$ cat config.mk
export PLATFORM = sky130hd
export DESIGN_NAME = dnn_result_collector
export DESIGN_NICKNAME = d
export VERILOG_FILES = /design/src/rtl/dnn_result_collector.sv
export SDC_FILE = /design/constraint.sdc
export NUM_CORES = 1
export LEC_CHECK = 0
export CAP_MARGIN = 20
export CORE_MARGIN = 2
export CORE_UTILIZATION = 60
export DETAILED_ROUTE_END_ITERATION = 8
export PLACE_DENSITY = 0.95
export SLEW_MARGIN = 10
export SYNTH_ARGS = -nofsm -noshare
export SYNTH_HDL_FRONTEND = slang
export SYNTH_SLANG_ARGS = --single-unit
$ cat constraint.sdc
create_clock -name clk -period 6.15 [get_ports clk]
set_input_delay 1.23 -clock clk [delete_from_list [all_inputs] [get_ports clk]]
set_output_delay 1.23 -clock clk [all_outputs]
set_load 0.005 [all_outputs]
$ cat src/rtl/dnn_result_collector.sv
// rtl/dnn_result_collector.sv - per-sample class/margin FIFO with sticky drop/protocol status
// Optional frame majority vote is built when DNN_COLLECT_FRAME_EN is defined.
module dnn_result_collector #(
  parameter int DEPTH     = 4,
  parameter int FRAME_LEN = 8,
  localparam int VW       = $clog2(FRAME_LEN + 1)
) (
  input  logic               clk,
  input  logic               rst,
  input  logic signed [20:0] out0,
  input  logic signed [20:0] out1,
  input  logic               out0_ready,
  input  logic               out1_ready,
  output logic               res_valid,
  input  logic               res_ready,
  output logic               res_class,
  output logic [21:0]        res_margin,
  output logic               overflow,
  output logic [7:0]         drop_cnt,
  output logic               proto_err,
  output logic               frame_valid,
  output logic               frame_class,
  output logic [VW-1:0]      frame_votes1
);

  localparam int AW = $clog2(DEPTH);

  logic [AW:0]        wr_ptr, rd_ptr;
  logic [22:0]        mem [DEPTH];
  logic [22:0]        head;
  logic signed [21:0] diff;
  logic               s_class;
  logic [21:0]        s_margin;
  logic               accept, empty, full, pop, push, drop;

  always_comb begin
    diff     = {out0[20], out0} - {out1[20], out1};
    s_class  = diff[21];
    s_margin = diff[21] ? 22'(-diff) : 22'(diff);
  end

  assign accept = out0_ready & out1_ready;
  assign empty  = (wr_ptr == rd_ptr);
  assign full   = (wr_ptr[AW] != rd_ptr[AW]) && (wr_ptr[AW-1:0] == rd_ptr[AW-1:0]);
  assign pop    = !empty && res_ready;
  // A full FIFO still takes the sample when the head leaves in the same cycle.
  assign push   = accept && (!full || pop);
  assign drop   = accept && full && !pop;

  assign head       = mem[rd_ptr[AW-1:0]];
  assign res_valid  = !empty;
  assign res_class  = res_valid & head[22];
  assign res_margin = res_valid ? head[21:0] : 22'd0;

  always_ff @(posedge clk) begin
    if (!rst && push)
      mem[wr_ptr[AW-1:0]] <= {s_class, s_margin};
  end

  always_ff @(posedge clk) begin
    if (rst) begin
      wr_ptr    <= '0;
      rd_ptr    <= '0;
      overflow  <= 1'b0;
      drop_cnt  <= 8'd0;
      proto_err <= 1'b0;
    end else begin
      if (push)
        wr_ptr <= wr_ptr + 1'b1;
      if (pop)
        rd_ptr <= rd_ptr + 1'b1;
      if (drop) begin
        overflow <= 1'b1;
        if (drop_cnt != 8'hFF)
          drop_cnt <= drop_cnt + 8'd1;
      end
      if (out0_ready != out1_ready)
        proto_err <= 1'b1;
    end
  end

`ifdef DNN_COLLECT_FRAME_EN
  logic [VW-1:0] smp_cnt, vote_cnt, votes_now;

  assign votes_now = vote_cnt + VW'(s_class);

  // Counters follow accepted samples, whether or not the FIFO kept them.
  always_ff @(posedge clk) begin
    if (rst) begin
      smp_cnt      <= '0;
      vote_cnt     <= '0;
      frame_valid  <= 1'b0;
      frame_class  <= 1'b0;
      frame_votes1 <= '0;
    end else begin
      frame_valid <= 1'b0;
      if (accept) begin
        if (smp_cnt == VW'(FRAME_LEN - 1)) begin
          frame_votes1 <= votes_now;
          frame_class  <= ({votes_now, 1'b0} > (VW + 1)'(FRAME_LEN));
          frame_valid  <= 1'b1;
          smp_cnt      <= '0;
          vote_cnt     <= '0;
        end else begin
          smp_cnt  <= smp_cnt + 1'b1;
          vote_cnt <= votes_now;
        end
      end
    end
  end
`else
  assign frame_valid  = 1'b0;
  assign frame_class  = 1'b0;
  assign frame_votes1 = '0;
`endif

endmodule
# Word level (Yosys, flattened, before mapping)
# Memory sizes are Yosys's and may differ from the RTL's. A register that Yosys moved wholly into a read port is not among the register bits.
# Index checks and enable logic that the tools add are counted.
op_classes:
  add_sub_neg: 5
  mul: 0
  div_mod_pow: 0
  n_lt_le_gt_ge: 0
  eq_ne: 5
  shifts: 0
  mux: 6
  bitwise: 2
  n_reduce_logical: 12
op_table:
  columns: ["op", "n"]
  rows:
  - ["two-way mux 22 bit", 2]
  - ["negation 22 bit", 1]
  - ["subtractor 21 x 21 -> 22 bit", 1]
  - ["adder 8 x 1 -> 8 bit (second input constant)", 1]
  - ["inequality test 8 bit (second input constant)", 1]
  - ["adder 3 x 1 -> 3 bit (second input constant)", 2]
  - ["logical AND 1 bit", 6]
  - ["logical NOT 1 bit", 4]
  - ["two-way mux 2 bit", 2]
  - ["equality test 3 bit", 1]
  - ["bitwise AND 1 bit", 2]
  - ["equality test 2 bit", 1]
  - ["two-way mux 1 bit", 2]
  - ["inequality test 1 bit", 2]
  - ["AND reduction 2 bit", 1]
  - ["logical OR 1 bit", 1]
word_totals:
  regBits: 16
  latchBits: 0
  ramBits: 92
  mem_bits_ro: 0
  input_bits: 47
  output_inout_bits: 40
  word_cells: 36
  n_memories: 1
memory_table:
  columns: ["memory", "depth", "word_bits", "read_ports", "rd_clocked_by_memory_dff", "wr", "line_no", "text"]
  rows:
  - ["mem", 4, 23, 1, 1, 1, "29", "logic [22:0] mem [DEPTH];"]

# Logic depth before layout (Yosys ltp)
# Gate-level depths: netlist (run 1).
logic_depth:
  word_depth: 8
  ltp_mapped: 13
  mapped_depth_nobuf: 12

# Worst setup path before layout (run 1)
# No wires, ideal clock.
synth_path:
  path_type: "input port to flip-flop"
  start: "input port out0[0]"
  end: "memory mem[0][21], data pin"
  setup_time_ns: 0.203
  arrival_ns: 3.749
  required_ns: 5.947
  setup_slack_ns: 2.198
  stages: 12
  path_buffers: 0
  path_cell_list: "inv_1 ha_1 fa_1 nand2b_1 a21oi_1 mux2_2 o2bb2ai_1 o211ai_1 nor4_4 and2_4 nand3_1 nor3_1"
synth_between:
  elab_chain_len: 3
synth_rtl:
  columns: ["item", "line_no", "text"]
  rows:
  - ["from (decl)", "10", "input logic signed [20:0] out0,"]
  - ["subtractor 21 x 21 -> 22 bit *", "37", "diff = {out0[20], out0} - {out1[20], out1};"]
  - ["negation 22 bit", "39", "s_margin = diff[21] ? 22'(-diff) : 22'(diff);"]
  - ["two-way mux 22 bit *", "39", null]
  - ["net s_margin[21]", "33", "logic [21:0] s_margin;"]
  - ["to (decl)", "29", null]
# Mark *: on every way through the listed nets, which the timed path passes. The rest lies on a longest branch.

# Final worst setup path (run 1)
layout_path:
  start: "input port out0[0]"
  end: "memory mem[1][19], data pin"
# Same word-level chain as after synthesis.

==> results of run 1 <==
logic make-up (layout without fill, tap and decap cells):
family | Yosys count | count (layout)
simple gates | 155 | 155
flops | 110 | 110
compound gates | 96 | 96
buf+inv | 60 | 134
xor+xnor | 45 | 45
fa+ha+maj | 30 | 30
mux | 27 | 27
other cells | 1 | 6
layout make-up:
| cell class | count | area [um^2] | area share, % |
|---|---|---|---|
| flip-flops and latches | 110 | 3123 | 42.41 |
| multi-input cells | 359 | 2868 | 38.94 |
| repair buffers | 86 | 900.9 | 12.23 |
| well taps | 136 | 170.2 | 2.311 |
| clock buffers | 10 | 127.6 | 1.733 |
| inverters | 33 | 123.9 | 1.682 |
| clock inverters | 5 | 51.30 | 0.6966 |
layer usage:
metal / part of all wire, % / up-vias / global-route usage, %
li1: - / 2061 / -
met1: 41 / 2057 / 28.69
met2: 50 / 200 / 41.29
met3: 6.4 / 30 / 3.372
met4: 2.6 / 0 / 9.211
met5: 0 / - / 0
power breakdown:
| group | internal, mW | total [mW] | switching (mW) |
|---|---|---|---|
| sequential | 0.878 | 0.888 | 0.00944 |
| clock | 0.183 | 0.404 | 0.221 |
| combinational | 0.266 | 0.565 | 0.299 |
Yosys cell counts (5+ instances only):
| cell type | count |
|---|---|
| a21oi_2 | 5 |
| a21o_1 | 5 |
| dfxtp_1 | 18 |
| and2_1 | 8 |
| o21ai_0 | 12 |
| xor2_1 | 20 |
| nor2b_1 | 26 |
| edfxtp_1 | 92 |
| buf_4 | 6 |
| clkbuf_1 | 14 |
| inv_1 | 32 |
| a21oi_1 | 21 |
| nand2b_1 | 6 |
| nor2_1 | 43 |
| and3_1 | 6 |
| ha_1 | 29 |
| mux4_2 | 23 |
| nor3_1 | 10 |
| nand3_1 | 10 |
| nand2_1 | 29 |
| o21a_1 | 6 |
| xnor2_1 | 25 |
metrics by stage:
step                instance area, um^2  cells  utilization (%)
finish                             7365    739            72.31
global route                       7365    739            72.31
CTS                                7350    738            72.16
detailed placement                 7171    723            70.41
global placement                   7101    720            69.72
floorplan                          6251    529                -
worst paths after layout:
check	start	to	slack, ns	depth (start not counted)
worst min-delay path	proto_err	proto_err	0.48	2
worst max-delay path	out0[0]	mem[1][19]	1.60	13
worst min register to register	proto_err	proto_err	0.48	2
worst max register to register	wr_ptr[1]	mem[0][4]	3.75	7
critical path, delay by kind of cell:
kind / cells / cell delay (ns)
and+or+nand+nor: 3 / 0.79
adders and majority gates: 2 / 0.65
muxes: 1 / 0.39
buffers and inverters: 2 / 0.49
AOI/OAI and AO/OA: 4 / 0.79
xor gates and xnor gates: 1 / 0.35
flip-flops by register name, summed over array words and instances, names as in the netlist, named ones only:
name	flops
drop_cnt	8
mem	92
wr_ptr	3
rd_ptr	3
overflow	1
proto_err	1
==> flow_metrics.tcl, run 1 <==
set metrics [dict create \
    fmax_ghz 0.2198 \
    synth_warnings 0 \
    synthFlopType "edfxtp_1" \
    num_vias 4348 \
    ys_types 68 \
    yosys.area.top_type "edfxtp_1" \
    synth_edf_count 92 \
    power.leakage_nw 2.610 \
    final_common_cell "edfxtp_1" \
    end_kind "flip-flop" \
    synthSimpleGateAreaFrac_pct 12.81 \
    htreeDepth 3 \
    cap_violations 0 \
    syn_area_um2 6232 \
    synth_top_family_by_area "simple AND/OR/NAND/NOR gates" \
    synthXorXnorAreaFrac_pct 6.324 \
    fin_skew_ns 0.008914 \
    critPathMaxFanout 4 \
    report.final.slew_viol_count 0 \
    dp_slack_ns 1.311 \
    finalSetupViolCount 0 \
    grt_pass1_wl_um 20280 \
    clk_pin_slew_worst_paths_ns 0.09 \
    io_buffer_count 80 \
    cellPowerDensity_nw_per_um2 252.1 \
    cts_setup_buffers 0 \
    ys_ff_latch 110 \
    drt-initial-drc-count 273 \
    clockBufferDepth 2 \
    nets 676 \
    worstMarginPinSlew_ns 0.9212 \
    firstDrtPassIters 5 \
    worstSetupPathType "input pin to flip-flop" \
    synthArstFlopShare_pct 0 \
    min_period_over_period_pct 73.97 \
    cts_root_buf "clkbuf_8" \
    numCtsBuffers 9 \
    hold_viol_final 0 \
    synth_fa_ha_area_share_pct 6.143 \
    timing.hold.ws_ns 0.4785 \
    synthMuxAreaShare_pct 8.974 \
    insertion_delay_ns 0.36 \
    core-area_um2 10180 \
    crit_arrival_ns 4.68 \
    io-pin-count 87 \
    hp-class "flip-flop to flip-flop" \
    fin_crit_ns 4.549 \
    slowest_stage "clkdlybuf4s50_1" \
    ir_drop_v 0.0001244 \
    startpoint_type "input pin" \
    place_congestion 0.8729 \
    start_util_pct 61.19 \
    post_cts_resized 0 \
    cp.required_ns 6.28 \
    status "finished, final reports clean" \
    cts_hold_buf 0 \
    grt_pass1_vias 4220 \
    n_fill_cell 658 \
    drc 0 \
    viasPerCell 5.884 \
    fin_ws_ns 1.601 \
    synthTopCellsByArea "edfxtp_1, mux4_2, ha_1" \
    slowest_delay_ns 0.45 \
    crit_chain "clkdlybuf4s50_1 > inv_1 > ha_1 > fa_1 > nand2b_1 > a21oi_1 > mux2_2 > o2bb2ai_1 > o211ai_1 > nor4_4 > and2_4 > a21oi_2 > xnor2_1" \
    dp_hpwl_um 9333 \
    p_total_mw 1.856 \
    mostFrequentLayoutCells "edfxtp_1, clkdlybuf4s50_1, nor2_1" \
    relSlewSlack_pct 38.59 \
    diodes 0 \
    die_h_um 105.9 \
    die_w_um 105.9 \
    grtUsageTotal_pct 23.24 \
    grt_max_degree 25 \
    routedWlPerCell_um 17.21 \
    dieArea_um2 11220 \
    overflow 0 \
    drtAntennaViolNets 0 \
    syn2layout_area_growth_pct 18.17 \
    cts_tree "built" \
    ys_seq_area_share_pct 50.11 \
    drive_above_1_share_pct 10.28 \
    fin_setup_tns_ns 0 \
    synthesis.area_per_instance_um2 11.89 \
    num_rows 37 \
    synth-compound-area-share_pct 11.32 \
    cts_sinks 110 \
    grt_setup_unrepaired "no" \
    routed_wl_um 12720 \
    synth_cells 524 \
    antenna_found_initial 0 \
    netlist.area_leader.share_pct 44.33 \
]
(Power assumes the default switching activity.)
==> run 2, diff against run 1 <==
CORE_UTILIZATION = 50   (was 60)
PLACE_DENSITY = 0.88   (was 0.95)
clock period = 3.8 ns   (was 6.15 ns; I/O delays follow)
==> flow_metrics.tcl, run 2 (synthesis results as in run 1) <==
set metrics [dict create \
    hold_start "overflow" \
    r2r-start "wr_ptr[1]" \
    end_kind "flip-flop" \
    largest_reg_flops 92 \
    startpoint_type "input pin" \
    clockBufferDepth 2 \
    relSlewSlack_pct 52.77 \
    report.final.slew_viol_count 0 \
    cellPowerDensity_nw_per_um2 426.1 \
    slowest_stage "clkdlybuf4s50_1" \
    crit_family "compound AO/OA/AOI/OAI gates" \
    cts_hold_buf 0 \
    crit_chain "clkdlybuf4s50_1 > inv_1 > ha_1 > buf_4 > a21oi_1 > and2_1 > nand2_1 > o311ai_1 > o211ai_1 > buf_4 > nor4_4 > and2_4 > a21oi_2 > xnor2_2" \
    critPathMaxFanout 10 \
    seq_power_share_pct 41.8 \
    worstMarginPinSlew_ns 0.7063 \
    dp_hpwl_um 9565 \
    hold_viol_final 0 \
    routedWlPerCell_um 16.29 \
    core-area_um2 12110 \
    io_buffer_count 80 \
    fin_crit_ns 3.715 \
    drtAntennaViolNets 0 \
    die_h_um 115.6 \
    htreeDepth 3 \
    viasPerCell 5.496 \
    dieArea_um2 13370 \
    place_congestion 0.9043 \
    final_common_cell "edfxtp_1" \
    p_int_mw 2.485 \
    cts_sinks 110 \
    min_period_over_period_pct 97.77 \
    drt-initial-drc-count 407 \
    cts_tree "built" \
    fin_skew_ns 0.009453 \
    fin_ws_ns 0.08480 \
    num_vias 4600 \
    overflow 0 \
    antenna_found_initial 0 \
    finalSetupViolCount 0 \
    firstDrtPassIters 5 \
    mostFrequentLayoutCells "edfxtp_1, clkdlybuf4s50_1, buf_4" \
    io-pin-count 87 \
    cp.required_ns 3.87 \
    netSwitchingPower_mw 0.9464 \
    insertion_delay_ns 0.35 \
    clk_pin_slew_worst_paths_ns 0.07 \
    cts_root_buf "clkbuf_16" \
    power.leakage_nw 3.003 \
    routed_wl_um 13630 \
    timing.critical_path.mode_cell "buf_4" \
    p_clk_share_pct 26.5 \
    crit_start "out1[4]" \
    nets 741 \
    switching_share_pct 27.58 \
    p_comb_share_pct 31.7 \
    cap_violations 0 \
    dp_slack_ns -0.3404 \
    critPathBufInv 4 \
    num_rows 40 \
    die_w_um 115.6 \
    grtUsageTotal_pct 20.54 \
    grt_setup_unrepaired "yes" \
    start_util_pct 51.46 \
    ir_drop_v 0.0002368 \
    fmax_ghz 0.2692 \
    drc 0 \
    grt_pass1_vias 4584 \
    grt_pass1_wl_um 21870 \
    worstSetupPathType "input pin to flip-flop" \
    status "finished, final reports clean" \
    diodes 0 \
    drive_above_1_share_pct 21.52 \
    syn2layout_area_growth_pct 29.19 \
    crit_arrival_ns 3.78 \
    grt_max_degree 24 \
    post-route-util_pct 66.48 \
    numCtsBuffers 9 \
    hp-class "flip-flop to flip-flop" \
    slowest_delay_ns 0.45 \
]
[run 2: worst paths after layout]
check,slack [ns],endpoint,cells after the start
worst max-delay path,0.08,mem[0][19],14
worst min-delay path,0.48,overflow,2
worst max register to register,1.41,drop_cnt[7],9
worst min register to register,0.48,overflow,2
[run 2: repair_timing]
item,in CTS,in global routing
setup buffers,0,4
gates resized for setup,0,18
endpoints found under the setup margin,0,64
[run 2: metrics by stage]
step	instance area (um^2)	power [mW]	setup TNS, ns	hold slack [ns]	std cells
after global placement	7629	2.448	-7.968	0.4487	817
after floorplan	6251	2.047	0	0.4604	529
after detailed placement	7629	2.491	-14.48	0.4583	817
after global routing	8051	3.583	-0.8111	0.5230	837
final	8051	3.431	0	0.4771	837
after CTS	7919	3.395	0	0.4785	833
[run 2: layout make-up]
cell class	count	area, um^2
Sequential cell	110	3123
Clock buffer	9	225.2
Multi-Input combinational cell	359	2970
Timing Repair Buffer	151	1334
Fill cell	886	4060
Clock inverter	7	65.06
Tap cell	168	210.2
Inverter	33	123.9
[run 2: power groups by stage]
| stage | clock network [mW] | logic, mW | registers, mW |
|---|---|---|---|
| floorplan | 0 | 0.591 | 1.46 |
| global placement | 0 | 0.991 | 1.46 |
| detailed placement | 0 | 1.03 | 1.46 |
| CTS | 0.921 | 1.04 | 1.43 |
| global route | 0.968 | 1.18 | 1.44 |
| finish | 0.910 | 1.09 | 1.43 |
[run 2: tightest hold or removal path, cell delays in order (launching register included)]
cell	delay (ns)
dfxtp_1	0.33
a21oi_1	0.04
nor2_1	0.07
[run 2: routing by layer]
layer,GRT usage [%],vias to the layer above,share of wire [%]
met1,26.16,2225,41
met3,3.190,19,5.1
met5,0,-,0
met4,5.794,0,1.6
met2,36.57,165,52
li1,-,2191,-
==> run 3, diff against run 2 <==
CELL_PAD_IN_SITES_DETAIL_PLACEMENT = 1   (was not set)
CELL_PAD_IN_SITES_GLOBAL_PLACEMENT = 2   (was not set)
CORE_UTILIZATION = 33   (was 50)
PLACE_DENSITY = 0.87   (was 0.88)
==> flow_metrics.tcl, run 3 (synthesis results as in run 1) <==
set metrics [dict create \
    status "finished, final reports clean" \
    routed_wl_um 15520 \
    die_h_um 141.4 \
    clockBufferDepth 2 \
    fin_skew_ns 0.01014 \
    cts_sinks 110 \
    grtUsageTotal_pct 15.72 \
    largest_reg_flops 92 \
    critPathMaxFanout 8 \
    grt_util_met2_pct 30.51 \
    p_total_mw 3.469 \
    cellPowerDensity_nw_per_um2 417.3 \
    io_buffer_count 80 \
    num_vias 4593 \
    fin_crit_ns 3.661 \
    viasPerCell 5.036 \
    fin_setup_tns_ns 0 \
    dp_hpwl_um 11920 \
    insertion_delay_ns 0.35 \
    numCtsBuffers 9 \
    core-area_um2 18640 \
    report.final.slew_viol_count 0 \
    dieArea_um2 20000 \
    hp-class "flip-flop to flip-flop" \
    grt_pass1_vias 4987 \
    overflow 0 \
    drt-initial-drc-count 198 \
    hold_viol_final 0 \
    end_kind "flip-flop" \
    drtAntennaViolNets 0 \
    power.leakage_nw 3.083 \
    io-pin-count 87 \
    num_rows 50 \
    use_met1_pct 17.50 \
    worstMarginPinSlew_ns 0.6168 \
    mostFrequentLayoutCells "edfxtp_1, clkdlybuf4s50_1, buf_4" \
    grt_pass1_wl_um 24900 \
    firstDrtPassIters 4 \
    worstSetupPathType "input pin to flip-flop" \
    cts_hold_buf 0 \
    start_util_pct 33.43 \
    cp.required_ns 3.90 \
    ir_drop_v 0.0002356 \
    grt_max_degree 24 \
    finalSetupViolCount 0 \
    syn2layout_area_growth_pct 33.39 \
    crit_arrival_ns 3.76 \
    relSlewSlack_pct 58.69 \
    place_congestion 0.8413 \
    die_w_um 141.4 \
    routedWlPerCell_um 17.01 \
    drive_above_1_share_pct 24.04 \
    drc 0 \
    busiest_layer "met2" \
    clk_pin_slew_worst_paths_ns 0.07 \
    diodes 0 \
    min_period_over_period_pct 96.34 \
    cts_tree "built" \
    cts_root_buf "clkbuf_16" \
    cap_violations 0 \
    final_common_cell "edfxtp_1" \
    grt_setup_unrepaired "yes" \
    startpoint_type "input pin" \
    fmax_ghz 0.2731 \
    grt_use_met3_pct 2.464 \
    antenna_found_initial 0 \
    reg2reg_slack_ns 1.33 \
    htreeDepth 3 \
    nets 750 \
]
[run 3: cell types whose count changed in the layout (fill, tap and decap cells not counted), sizes merged]
cell	delta
buf	+9
inv	+5
clkinv	-3
bufinv	-1
clkinvlp	-1
[run 3: metal layers]
metal  up-vias  part of all wire [%]
met5         -                     0
met4         0                   2.1
met3        31                   3.3
met2       106                    54
met1      2240                    41
li1       2216                     -
[run 3: layout make-up]
cell class	instances	area (um^2)
Fill cell	1952	10330
Sequential cell	110	3123
Multi-Input combinational cell	359	3047
Timing Repair Buffer	160	1440
Tap cell	234	292.8
Clock buffer	9	225.2
Inverter	33	123.9
Clock inverter	7	61.31
[run 3: path summary, 6_finish.rpt]
kind / startpoint / end / cells after the start
worst max register to register: wr_ptr[1] / drop_cnt[5] / 8
worst max-delay path: out1[8] / mem[3][11] / 13
worst min-delay path: proto_err / proto_err / 2
worst min register to register: proto_err / proto_err / 2
[run 3: metrics by stage]
stage / std cells / setup slack [ns] / util [%] / instance area (um^2) / hold WS [ns]
5_1_grt: 912 / -0.02632 / 44.59 / 8313 / 0.5048
2_1_floorplan: 529 / 0.3177 / - / 6251 / 0.4604
6_report: 912 / 0.1389 / 44.59 / 8313 / 0.4846
3_5_place_dp: 894 / -0.4810 / 41.99 / 7829 / 0.4726
3_3_place_gp: 891 / -0.2427 / 41.68 / 7771 / 0.4480
4_1_cts: 911 / 0.01307 / 43.68 / 8143 / 0.4937
[run 3: worst max-delay path, stage by stage]
cell,delay (ns)
clkdlybuf4s50_1,0.45
inv_1,0.04
ha_1,0.33
and2_1,0.16
a221o_1,0.42
a21o_1,0.27
o31ai_4,0.25
nor2b_1,0.08
o31a_1,0.35
buf_4,0.20
nor2_1,0.19
xnor2_1,0.09
buf_4,0.14
[run 3: what timing repair did]
| action | 4_1_cts | 5_1_grt |
|---|---|---|
| setup endpoints to repair | 20 | 52 |
| buffers inserted | 1 | 1 |
| pin swaps | 1 | 5 |
| hold endpoints to repair | 0 | 0 |
| gates resized for setup | 3 | 26 |
[run 3: power by group]
part / internal [mW] / switching (mW) / total [mW] / leakage, nW
Sequential: 1.42 / 0.0122 / 1.43 / 0.979
Clock: 0.460 / 0.442 / 0.902 / 0.142
Combinational: 0.578 / 0.556 / 1.13 / 1.96
Total: 2.46 / 1.01 / 3.47 / 3.08
